<file path="config.mk">
export PLATFORM = sky130hd
export DESIGN_NAME = load_fetch_ctrl
export DESIGN_NICKNAME = d
export VERILOG_FILES = /design/src/rtl/lsu_pkg.sv /design/src/rtl/lsu_span_detect.sv /design/src/rtl/load_fetch_ctrl.sv
export SDC_FILE = /design/constraint.sdc
export NUM_CORES = 1
export LEC_CHECK = 0
export CAP_MARGIN = 10
export CORE_ASPECT_RATIO = 1.2
export CORE_MARGIN = 4
export CORE_UTILIZATION = 25
export CTS_CLUSTER_DIAMETER = 200
export CTS_CLUSTER_SIZE = 25
export DETAILED_ROUTE_END_ITERATION = 8
export GPL_TIMING_DRIVEN = 0
export PLACE_DENSITY_LB_ADDON = 0.2
export REMOVE_ABC_BUFFERS = 1
export SLEW_MARGIN = 20
export SYNTH_ARGS = -nofsm -noshare
export SYNTH_HDL_FRONTEND = slang
export SYNTH_SLANG_ARGS = --single-unit
</file>
<file path="constraint.sdc">
create_clock -name i_clk -period 3.7 [get_ports i_clk]
set_input_delay 0.37 -clock i_clk [delete_from_list [all_inputs] [get_ports i_clk]]
set_output_delay 0.37 -clock i_clk [all_outputs]
set_load 0.01 [all_outputs]
</file>
<file path="src/rtl/lsu_pkg.sv">
// Shared load-unit definitions: funct3 load-type encodings and the fetch FSM state type.
package lsu_pkg;

  localparam logic [2:0] F3_LB  = 3'b000;
  localparam logic [2:0] F3_LH  = 3'b001;
  localparam logic [2:0] F3_LW  = 3'b010;
  localparam logic [2:0] F3_LBU = 3'b100;
  localparam logic [2:0] F3_LHU = 3'b101;

  typedef enum logic [1:0] {
    IDLE,
    RD1,
    RD2,
    DONE
  } state_t;

  function automatic logic is_load_f3(input logic [2:0] f3);
    return f3 inside {F3_LB, F3_LH, F3_LW, F3_LBU, F3_LHU};
  endfunction

endpackage

</file>
<file path="src/rtl/lsu_span_detect.sv">
// Flags loads whose bytes cross a 32-bit word boundary.
module lsu_span_detect
  import lsu_pkg::*;
(
  input  logic [2:0] funct3,
  input  logic [1:0] addr_lo,
  output logic       span
);

  always_comb begin
    span = 1'b0;
    case (funct3)
      F3_LH, F3_LHU: span = (addr_lo == 2'b11);
      F3_LW:         span = (addr_lo != 2'b00);
      default:       span = 1'b0;
    endcase
  end

endmodule

</file>
<file path="src/rtl/load_fetch_ctrl.sv">
// Load fetch controller: reads one or two aligned words for the load-alignment stage.
// Build option LSU_MISALIGN_EN: word-spanning loads fetch a second word instead of raising o_misalign_err.
module load_fetch_ctrl
  import lsu_pkg::*;
#(
  parameter int unsigned ADDR_W = 32
) (
  input  logic              i_clk,
  input  logic              i_rst,
  input  logic              i_req_valid,
  output logic              o_req_ready,
  input  logic [ADDR_W-1:0] i_addr,
  input  logic [2:0]        i_funct3,
  output logic              o_mem_req,
  output logic [ADDR_W-1:0] o_mem_addr,
  input  logic              i_mem_ack,
  input  logic [31:0]       i_mem_rdata,
  output logic              o_valid,
  input  logic              i_ready,
  output logic [31:0]       o_data1,
  output logic [31:0]       o_data2,
  output logic [2:0]        o_funct3,
  output logic [1:0]        o_lsu_addr,
  output logic              o_misalign_err
);

`ifdef LSU_MISALIGN_EN
  localparam bit MisalignEn = 1'b1;
`else
  localparam bit MisalignEn = 1'b0;
`endif

  state_t            state, state_nxt;
  logic [ADDR_W-1:0] addr_q;
  logic [ADDR_W-1:0] rd1_addr;
  logic [2:0]        funct3_q;
  logic              span_q;
  logic              span_in;
  logic              err_q;
  logic [31:0]       data1_q;
  logic [31:0]       data2_q;
  logic              accept;
  logic              go_rd1;

  lsu_span_detect u_span_detect (
    .funct3  (i_funct3),
    .addr_lo (i_addr[1:0]),
    .span    (span_in)
  );

  assign accept   = (state == IDLE) && i_req_valid;
  // Undefined funct3, or a spanning load without misalign support, completes with no memory access.
  assign go_rd1   = is_load_f3(i_funct3) && (MisalignEn || !span_in);
  assign rd1_addr = {addr_q[ADDR_W-1:2], 2'b00};

  always_ff @(posedge i_clk or posedge i_rst) begin
    if (i_rst) state <= IDLE;
    else       state <= state_nxt;
  end

  always_comb begin
    state_nxt = state;
    case (state)
      IDLE: if (i_req_valid) state_nxt = go_rd1 ? RD1 : DONE;
      RD1:  if (i_mem_ack)   state_nxt = (MisalignEn && span_q) ? RD2 : DONE;
      RD2:  if (i_mem_ack)   state_nxt = DONE;
      DONE: if (i_ready)     state_nxt = IDLE;
      default:               state_nxt = IDLE;
    endcase
  end

  always_ff @(posedge i_clk or posedge i_rst) begin
    if (i_rst) begin
      addr_q   <= '0;
      funct3_q <= '0;
      span_q   <= 1'b0;
      err_q    <= 1'b0;
      data1_q  <= '0;
      data2_q  <= '0;
    end else begin
      if (accept) begin
        addr_q   <= i_addr;
        funct3_q <= i_funct3;
        span_q   <= span_in;
        err_q    <= !MisalignEn && is_load_f3(i_funct3) && span_in;
        data1_q  <= '0;
        data2_q  <= '0;
      end
      if (state == RD1 && i_mem_ack) data1_q <= i_mem_rdata;
      if (state == RD2 && i_mem_ack) data2_q <= i_mem_rdata;
    end
  end

  always_comb begin
    o_req_ready    = (state == IDLE);
    o_mem_req      = (state == RD1) || (state == RD2);
    o_valid        = (state == DONE);
    o_misalign_err = err_q && (state == DONE);
    o_mem_addr     = '0;
    case (state)
      RD1:     o_mem_addr = rd1_addr;
      RD2:     o_mem_addr = rd1_addr + ADDR_W'(4);
      default: o_mem_addr = '0;
    endcase
  end

  assign o_data1    = data1_q;
  assign o_data2    = data2_q;
  assign o_funct3   = funct3_q;
  assign o_lsu_addr = addr_q[1:0];

endmodule

</file>
* Word-level counts from Yosys, hierarchy flattened *
Cells that the tools add are included.
W data, S select, Z words.

word-level totals
  logic and storage cells = 45
  register bits = 102
  input port bits = 72
  output and inout port bits = 105

operators by class
  reduce and logical (&&, ||, !) cells = 17
  multiplexer cells = 10
  eq/ne operators = 11
  add/subtract/negate cells = 1

operators with widths
  operator                 number
  $mux W32                 3
  $pmux W32 S2             1
  $add A32 B3 Y32 const B  1
  $mux W2                  4
  $eq A2 B2 Y1 const B     3
  $eq A3 B3 Y1 const B     2
  $logic_and A1 B1 Y1      6
  $pmux W2 S3              1
  $reduce_bool A2 Y1       3
  $reduce_bool A5 Y1       1
  $ne A2 B1 Y1 const B     2
  $reduce_or A2 Y1         2
  $eq A3 B1 Y1 const B     1
  $eq A3 B2 Y1 const B     1
  $logic_not A3 Y1         1
  $reduce_and A3 Y1        1
  $eq A2 B1 Y1 const B     1
  $logic_not A2 Y1         1
  $ne A2 B2 Y1 const B     1
  $pmux W1 S2              1
  $logic_not A1 Y1         1
  $logic_or A1 B1 Y1       1

* Longest topological paths before layout *
Gate-level depths: netlist of the first run.

  depth in word-level cells = 8
  mapped depth = 8
  gate-level depth less buffers = 6

* By module *
Synthesis of the first run repeated with hierarchy kept, for this count alone.

unflattened totals
  cells, all modules = 438
  area, all modules = 4,937.2 um^2

modules (own cells, without submodules)
  module           area an instance (um^2)  cells each  times used  sequential area each (um^2)
  load_fetch_ctrl  4,901.0                  434         1           2,552.4
  lsu_span_detect  36.3                     4           1           0.0

* Worst setup path after synthesis of the first run *
No wires, ideal clock.

  path kind = reg-to-output
  start point = register state[0]
  end point = output o_mem_addr[20]
  arrival time = 1,868 ps
  data required time = 3,330 ps
  path buffers = 2
  cell stages (with the launch flop) = 8
  slack = 1,462 ps
  path through = dfrtp_1 > inv_1 > ha_1 > and2_1 > clkbuf_1 > clkbuf_1 > nand4_1 > o21ai_0

between the ends
  longest elaborated chain between the ends = 2
  elaborated cells between the ends (all ways) = 3
  classes of those cells = eq/ne: 2; mux: 1

RTL lines
  element                                       RTL line                RTL
  start: declaration                            load_fetch_ctrl.sv:33   state_t state, state_nxt;
  start signal: assignment                      load_fetch_ctrl.sv:58   else state <= state_nxt;
  $eq A2 B2 Y1 or $eq A2 B1 Y1 (tied branches)  load_fetch_ctrl.sv:100  case (state)
  $pmux W32 S2 *                                load_fetch_ctrl.sv:100
  end: declaration                              load_fetch_ctrl.sv:15   output logic [ADDR_W-1:0] o_mem_addr,

Every way passes the cells marked *; elsewhere a longest branch is shown, timed or not.

* Final worst setup path of the first run *
  start point = register state[1]
  end point = output o_mem_addr[31]

Same word-level chain as after synthesis.

==> flow_summary.json, run 1 <==
{
  "period_needed_ns": 3.47,
  "clock-root-buffer": "clkbuf_16",
  "power.density_nw_per_um2": 848,
  "dieArea_um2": 21700,
  "port_buffers": 174,
  "setup_tns_ns": 0,
  "maxSlewHeadroom": 0.489,
  "synth_top_area_frac": 0.527,
  "synth_cells": 417,
  "antenna_left": 0,
  "yosys_most_used_dff": "dfrtp_1",
  "reg2reg_slack_ns": 1.40,
  "grt_first_pass_wirelength_um": 23500,
  "hold_class": "in -> async",
  "die_y_um": 161,
  "netlist_area_um2": 4850,
  "synth_edf_count": 0,
  "area_growth_pct": 48.8,
  "cts_made_buffers": 9,
  "ys_seq_area_frac": 0.527,
  "synth_cell_types": 45,
  "finalCritPeriodShare": 0.939,
  "ys_ff_latch": 102,
  "drv_cap": 0,
  "setup_violations": 0,
  "r2r_start": "state[0]",
  "postCtsHoldBufs": 0,
  "clk_latency_ns": 0.35,
  "critPathMaxFanout": 21,
  "synth.avg_cell_area_um2": 11.6,
  "tritoncts": "done",
  "clk_pin_slew_ns": 0.08,
  "gr-total-overflow": 0,
  "grt_pass1_vias": 4267,
  "synthArstFlopShare": 1.00,
  "hold_viol": 0,
  "cp-end-kind": "output pin",
  "synth_largest_area_cell": "dfrtp_1",
  "synth_commonest_cells": "dfrtp_1, a22o_1, mux2_2, o21ai_0, clkbuf_1",
  "row_count": 55,
  "critPathLaunchType": "flip-flop",
  "vias_per_cell": 4.84,
  "via_count": 4042,
  "cts_setup_buffers": 0,
  "r2r_cells": 7,
  "coreArea_um2": 19000,
  "ios": 177,
  "nets": 654,
  "start_util": 0.255,
  "final_max_slew_viol_count": 0,
  "r2r_end": "o_data2[5]",
  "routed_wl_um": 14800,
  "post_cts_resized": 1,
  "grt_max_degree": 67,
  "p_leak_nw": 3.00,
  "first_pass_iters": 4,
  "status": "finished, final reports clean",
  "grt_use_total": 0.137,
  "drtIter0Drc": 173,
  "wire_per_inst_um": 17.8,
  "ys_top_cells_by_area": "dfrtp_1, a22o_1, mux2_2",
  "dp_hpwl_um": 10500,
  "fin_skew_ns": 0.00688,
  "max_slew.worst_pin.slew_ns": 0.763,
  "placed_area_um2": 6910,
  "clkSinkCount": 102,
  "drive_gt1_frac": 0.128,
  "drc": 0,
  "place_congestion": 0.808,
  "ys_warn_count": 0,
  "maxClockFrequency_mhz": 288,
  "antenna_found_initial": 0,
  "cp_data_arrival_time_ns": 3.10,
  "grt_setup_unrepaired": "no",
  "critical_path_class": "reg -> out",
  "cp_data_required_time_ns": 3.33,
  "diodes": 0,
  "h-tree-depth": 3,
  "clock_path_buffers": 2,
  "ir_drop_mv": 0.366,
  "die_w_um": 135,
  "final_area_um2": 7210,
  "synth.most_common_cell": "dfrtp_1"
}
[final cells by class]
cell class / instances / area, um^2
clock buffer: 9 / 225
tap: 256 / 320
fill: 1884 / 11800
clock inverter: 7 / 75.1
multi-input combinational: 270 / 2110
inverter: 11 / 46.3
sequential: 102 / 2550
timing repair buffer: 180 / 1880
[through the flow]
step / cells / hold slack, ns / power, W / setup WS, ns / utilization
6_report: 835 / 0.392 / 0.00612 / 0.227 / 0.380
5_1_grt: 835 / 0.414 / 0.00655 / 0.0311 / 0.380
4_1_cts: 835 / 0.397 / 0.00622 / 0.0599 / 0.380
3_5_place_dp: 819 / 0.465 / 0.00519 / 0.343 / 0.364
3_3_place_gp: 813 / 0.460 / 0.00507 / -1.02 / 0.355
2_1_floorplan: 383 / 0.442 / 0.00349 / 0.655 / -
[critical path, stage by stage (launching register included)]
cell and delay [ns]:
dfrtp_1 0.44, inv_1 0.11, ha_1 0.58, nand2_2 0.35, or4b_1 0.59, o21ai_1 0.14, clkdlybuf4s50_1 0.55
[state kept, by name, summed over array words and instances (netlist names)]
register,count
err_q,1
o_funct3,3
o_data1,32
o_data2,32
addr_q,32
state,2
[cells by family (layout without fill, tap and decap cells)]
group,Yosys count,in the layout,synth area share
AO/OA/AOI/OAI,135,135,0.204
XOR/XNOR,6,6,0.0108
adder cells (fa/ha/maj),8,8,0.0207
buffers and inverters,46,207,0.0454
flip-flops,102,102,0.527
multiplexers,38,38,0.0878
other,1,2,0.000774
AND/OR/NAND/NOR,81,81,0.104
[metal layers]
metal  part of all wire  routed length (um)  global-route usage  up-vias
met5                  0                   0                   0        -
met2               0.46                6800               0.208      167
met4              0.011                 166              0.0371        0
met1               0.41                6120               0.171     1992
met3               0.12                1750              0.0695       10
li1                   -                   -                   -     1873
[cells in the final DEF (no fill, tap or decap), drive strengths merged, types with 10 or more instances in the layout]
cell,n
clkdlybuf4s50,174
dfrtp,102
nand2,16
a22o,64
inv,14
nand3,14
o21ai,28
nor2,10
a21oi,14
mux2,36
nand4,12
[power breakdown]
part | switching (W) | leakage (nW) | internal (W)
registers | 0.000466 | 1.28 | 0.00164
logic | 0.00134 | 1.58 | 0.00171
clock network | 0.000479 | 0.148 | 0.000479
total | 0.00229 | 3.00 | 0.00383
[worst max path at each step]
stage	slack (ns)	from	to
after floorplan	0.65	i_rst	addr_q[0]
after global placement	-1.02	i_rst	addr_q[0]
after detailed placement	0.34	state[0]	o_mem_addr[31]
after CTS	0.06	state[1]	o_mem_addr[23]
after global routing	0.03	state[1]	o_mem_addr[31]
final	0.23	state[1]	o_mem_addr[31]
No activity file was read; power rests on OpenSTA's default activity.
==> run 2, diff against run 1 <==
Settings changed: CORE_ASPECT_RATIO 1.2 to 0.8.
==> run 2 against run 1 <==
Worst hold slack got worse by 0.0072 ns. Largest cell class unchanged. Cell count rose by 0.24%. Sequential share of layout area fell by 0.13 points. Die area barely moved. Fmax rose by 0.31%. Register-to-register slack improved by 0.16 ns.
==> flow_summary.json, run 2 (synthesized netlist as in run 1, its figures left out) <==
{
  "grt_max_degree": 68,
  "cts_setup_buffers": 0,
  "row_count": 45,
  "r2r_start": "state[0]",
  "p_leak_nw": 3.01,
  "die_w_um": 164,
  "place_congestion": 0.794,
  "setup_tns_ns": 0,
  "final_util": 0.380,
  "hold_class": "in -> async",
  "final_area_um2": 7240,
  "setup_violations": 0,
  "grt_first_pass_wirelength_um": 23800,
  "maxClockFrequency_mhz": 289,
  "final_max_slew_viol_count": 0,
  "r2r_end": "o_data2[29]",
  "ios": 177,
  "clk_latency_ns": 0.36,
  "maxSlewHeadroom": 0.504,
  "clock_path_buffers": 2,
  "wire_per_inst_um": 18.0,
  "power.density_nw_per_um2": 853,
  "antenna_left": 0,
  "cpMostUsedCell": "o21ai_0",
  "coreArea_um2": 19000,
  "cpLargestDelayFamily": "buffers and inverters",
  "via_count": 4085,
  "start_util": 0.255,
  "nets": 654,
  "finalCritPeriodShare": 0.936,
  "port_buffers": 174,
  "antenna_found_initial": 0,
  "placed_area_um2": 6920,
  "cp_cell_sequence": "inv_1, ha_1, and2_1, o21ai_0, o21ai_0, clkdlybuf4s50_1",
  "diodes": 0,
  "dp_hpwl_um": 10700,
  "critPathMaxFanout": 20,
  "critPathMaxStageDelay_ns": 0.64,
  "period_needed_ns": 3.46,
  "grt_use_total": 0.138,
  "clk_pin_slew_ns": 0.07,
  "die_y_um": 133,
  "max_slew.worst_pin.slew_ns": 0.741,
  "gr-total-overflow": 0,
  "layout_common_cells": "clkdlybuf4s50_1, dfrtp_1, a22o_1",
  "power_w": 0.00617,
  "tritoncts": "done",
  "drtIter0Drc": 178,
  "r2r_cells": 6,
  "critical_path_class": "reg -> out",
  "reg2reg_slack_ns": 1.56,
  "cp_data_arrival_time_ns": 3.09,
  "h-tree-depth": 3,
  "vias_per_cell": 4.88,
  "first_pass_iters": 6,
  "dieArea_um2": 21700,
  "final_common_cell": "clkdlybuf4s50_1",
  "routed_wl_um": 15100,
  "clkSinkCount": 102,
  "cp-end-kind": "output pin",
  "fin_skew_ns": 0.0132,
  "drc": 0,
  "cp_data_required_time_ns": 3.33,
  "area_growth_pct": 49.4,
  "drive_gt1_frac": 0.126,
  "hold_viol": 0,
  "clock-root-buffer": "clkbuf_16",
  "ir_drop_mv": 0.342,
  "cp_num_buf_inv": 2,
  "status": "finished, final reports clean",
  "grt_setup_unrepaired": "no",
  "drv_cap": 0,
  "critPathLaunchType": "flip-flop",
  "fillers": 1896,
  "cts_made_buffers": 9,
  "grt_pass1_vias": 4289,
  "cpMaxStageDelayCell": "and2_1"
}
## run 2: worst reg2reg max path, cell delays in order (launching register included)
cell,delay (ns)
dfrtp_1,0.44
inv_1,0.13
ha_1,0.41
and2_2,0.49
a21oi_4,0.16
buf_16,0.21
a22o_1,0.20
## run 2: worst max-delay path by stage
| stage | end | cells after the start | from |
|---|---|---|---|
| final | o_mem_addr[15] | 6 | state[0] |
| after global routing | o_mem_addr[31] | 6 | state[0] |
| after CTS | o_mem_addr[23] | 6 | state[0] |
| after detailed placement | o_mem_addr[31] | 6 | state[0] |
| after global placement | addr_q[0] | 2 | i_rst |
| after floorplan | addr_q[0] | 1 | i_rst |
## run 2: cell type report
| type | instances | area (um^2) | area share |
|---|---|---|---|
| Clock buffer | 9 | 225 | 0.0311 |
| Tap cell | 258 | 323 | 0.0446 |
| Timing Repair Buffer | 180 | 1890 | 0.261 |
| Multi-Input combinational cell | 270 | 2110 | 0.291 |
| Sequential cell | 102 | 2550 | 0.353 |
| Clock inverter | 7 | 92.6 | 0.0128 |
| Inverter | 11 | 46.3 | 0.00639 |
## run 2: report_power, final
group	switching (W)	leakage [nW]	internal, W
logic	0.00135	1.58	0.00171
registers	0.000474	1.28	0.00164
clock network	0.000509	0.149	0.000486
total	0.00233	3.01	0.00384
## run 2: metal layers
metal  track usage  up-vias  wire length, um
met5             0        -                0
met4        0.0321        0              191
li1              -     1879                -
met3        0.0691       14             1620
met2         0.205      154             6490
met1         0.182     2038             6770
## run 2: through the flow
step	hold slack (ns)	std cells	setup WS, ns
3_5_place_dp	0.459	821	0.380
6_report	0.385	837	0.238
2_1_floorplan	0.442	383	0.655
4_1_cts	0.391	837	0.119
3_3_place_gp	0.460	815	-1.04
5_1_grt	0.406	837	0.00710
## run 2: what timing repair did
| item | 4_1_cts | 5_1_grt |
|---|---|---|
| hold buffers | 0 | 0 |
| gates cloned | 0 | 0 |
| endpoints found under the setup margin | 1 | 4 |
| resized for setup | 1 | 1 |
==> run 3, diff against run 2 <==
Settings changed: MAX_ROUTING_LAYER set to met4, SKIP_LAST_GASP set to 1.
==> run 3 against run 2 <==
Design area unchanged. Sequential share of layout area unchanged. Highest routed layer unchanged. Fmax up 0.21%.
==> flow_summary.json, run 3 (synthesized netlist as in run 1, its figures left out) <==
{
  "fin_hold_ws_ns": 0.389,
  "port_buffers": 174,
  "layout_setup_ws_ns": 0.245,
  "antenna_left": 0,
  "ir_drop_mv": 0.344,
  "h-tree-depth": 3,
  "cp_data_arrival_time_ns": 3.09,
  "grt_setup_unrepaired": "no",
  "dp_hpwl_um": 10700,
  "area_growth_pct": 49.4,
  "hold_class": "in -> async",
  "clk_pin_slew_ns": 0.07,
  "final_max_slew_viol_count": 0,
  "period_needed_ns": 3.46,
  "power_w": 0.00617,
  "drtIter0Drc": 169,
  "clock-root-buffer": "clkbuf_16",
  "maxClockFrequency_mhz": 289,
  "clk_latency_ns": 0.36,
  "fin_skew_ns": 0.0112,
  "finalCritPeriodShare": 0.934,
  "hold_viol": 0,
  "final_util": 0.380,
  "cp_data_required_time_ns": 3.33,
  "drive_gt1_frac": 0.126,
  "setup_violations": 0,
  "nets": 654,
  "grt_first_pass_wirelength_um": 23800,
  "first_pass_iters": 4,
  "r2r_cells": 6,
  "clkSinkCount": 102,
  "wire_per_inst_um": 18.0,
  "die_w_um": 164,
  "grt_pass1_vias": 4294,
  "antenna_found_initial": 0,
  "coreArea_um2": 19000,
  "place_congestion": 0.805,
  "place_ws_ns": 0.380,
  "vias_per_cell": 4.87,
  "drv_cap": 0,
  "critical_path_class": "reg -> out",
  "p_leak_nw": 3.01,
  "gr-total-overflow": 0,
  "max_slew.worst_pin.slew_ns": 0.747,
  "cp-end-kind": "output pin",
  "routed_wl_um": 15100,
  "status": "finished, final reports clean",
  "final_common_cell": "clkdlybuf4s50_1",
  "drc": 0,
  "maxSlewHeadroom": 0.500,
  "critPathLaunchType": "flip-flop",
  "tritoncts": "done",
  "dieArea_um2": 21700,
  "via_count": 4079,
  "ios": 177,
  "grt_max_degree": 68,
  "grt_use_total": 0.142,
  "r2r_start": "state[0]",
  "layout_common_cells": "clkdlybuf4s50_1, dfrtp_1, a22o_1",
  "diodes": 0,
  "row_count": 45,
  "cts_made_buffers": 9,
  "clock_path_buffers": 2,
  "postCtsHoldBufs": 0,
  "start_util": 0.255,
  "r2r_end": "o_data2[29]",
  "met1_length_um": 7110,
  "die_y_um": 133,
  "met2_length_um": 6450,
  "critPathMaxFanout": 20,
  "power.density_nw_per_um2": 853,
  "reg2reg_slack_ns": 1.55,
  "met3_length_um": 1350,
  "highest_layer": "met4"
}
run 3: cell counts in the layout (fill, tap and decap cells not counted):
No cell type changed its count.
run 3: worst max path at each step:
| stage | slack (ns) | from | endpoint | depth (start not counted) |
|---|---|---|---|---|
| finish | 0.24 | state[0] | o_mem_addr[17] | 6 |
| global route | 0.008 | state[0] | o_mem_addr[31] | 6 |
| CTS | 0.12 | state[0] | o_mem_addr[23] | 6 |
| detailed placement | 0.38 | state[0] | o_mem_addr[31] | 6 |
| global placement | -1.04 | i_rst | addr_q[0] | 2 |
| floorplan | 0.65 | i_rst | addr_q[0] | 1 |
run 3: layout make-up:
class	count	area, um^2
clock inverters	7	92.6
fillers	1896	11800
well taps	258	323
flip-flops and latches	102	2550
inverters	11	46.3
repair buffers	180	1890
clock buffers	9	225
multi-input cells	270	2110
run 3: power by group:
group	internal (W)	switching [W]
Sequential	0.00164	0.000475
Clock	0.000487	0.000507
Combinational	0.00171	0.00135
Total	0.00384	0.00233
run 3: critical path, cell delays in order (launching register included):
cell and delay (ns):
dfrtp_1 0.44, inv_1 0.11, ha_1 0.54, and2_1 0.66, o21ai_0 0.19, o21ai_0 0.17, clkdlybuf4s50_1 0.61
run 3: per-stage QoR:
stage | cell area [um^2] | TNS (ns) | cells
6_report | 7240 | 0 | 837
3_3_place_gp | 6740 | -155.35 | 815
2_1_floorplan | 4670 | 0 | 383
4_1_cts | 7240 | 0 | 837
3_5_place_dp | 6920 | 0 | 821
5_1_grt | 7240 | 0 | 837
run 3: per-layer routing:
layer / GRT usage / up-vias
met2: 0.205 / 142
met1: 0.188 / 2046
li1: - / 1880
met4: 0.0307 / 0
met5: - / -
met3: 0.0585 / 11
run 3: repair_timing:
| action | 4_1_cts | 5_1_grt |
|---|---|---|
| gates cloned | 0 | 0 |
| gates resized for setup | 1 | 1 |
| endpoints found under the setup margin | 1 | 4 |
| buffers inserted | 0 | 0 |
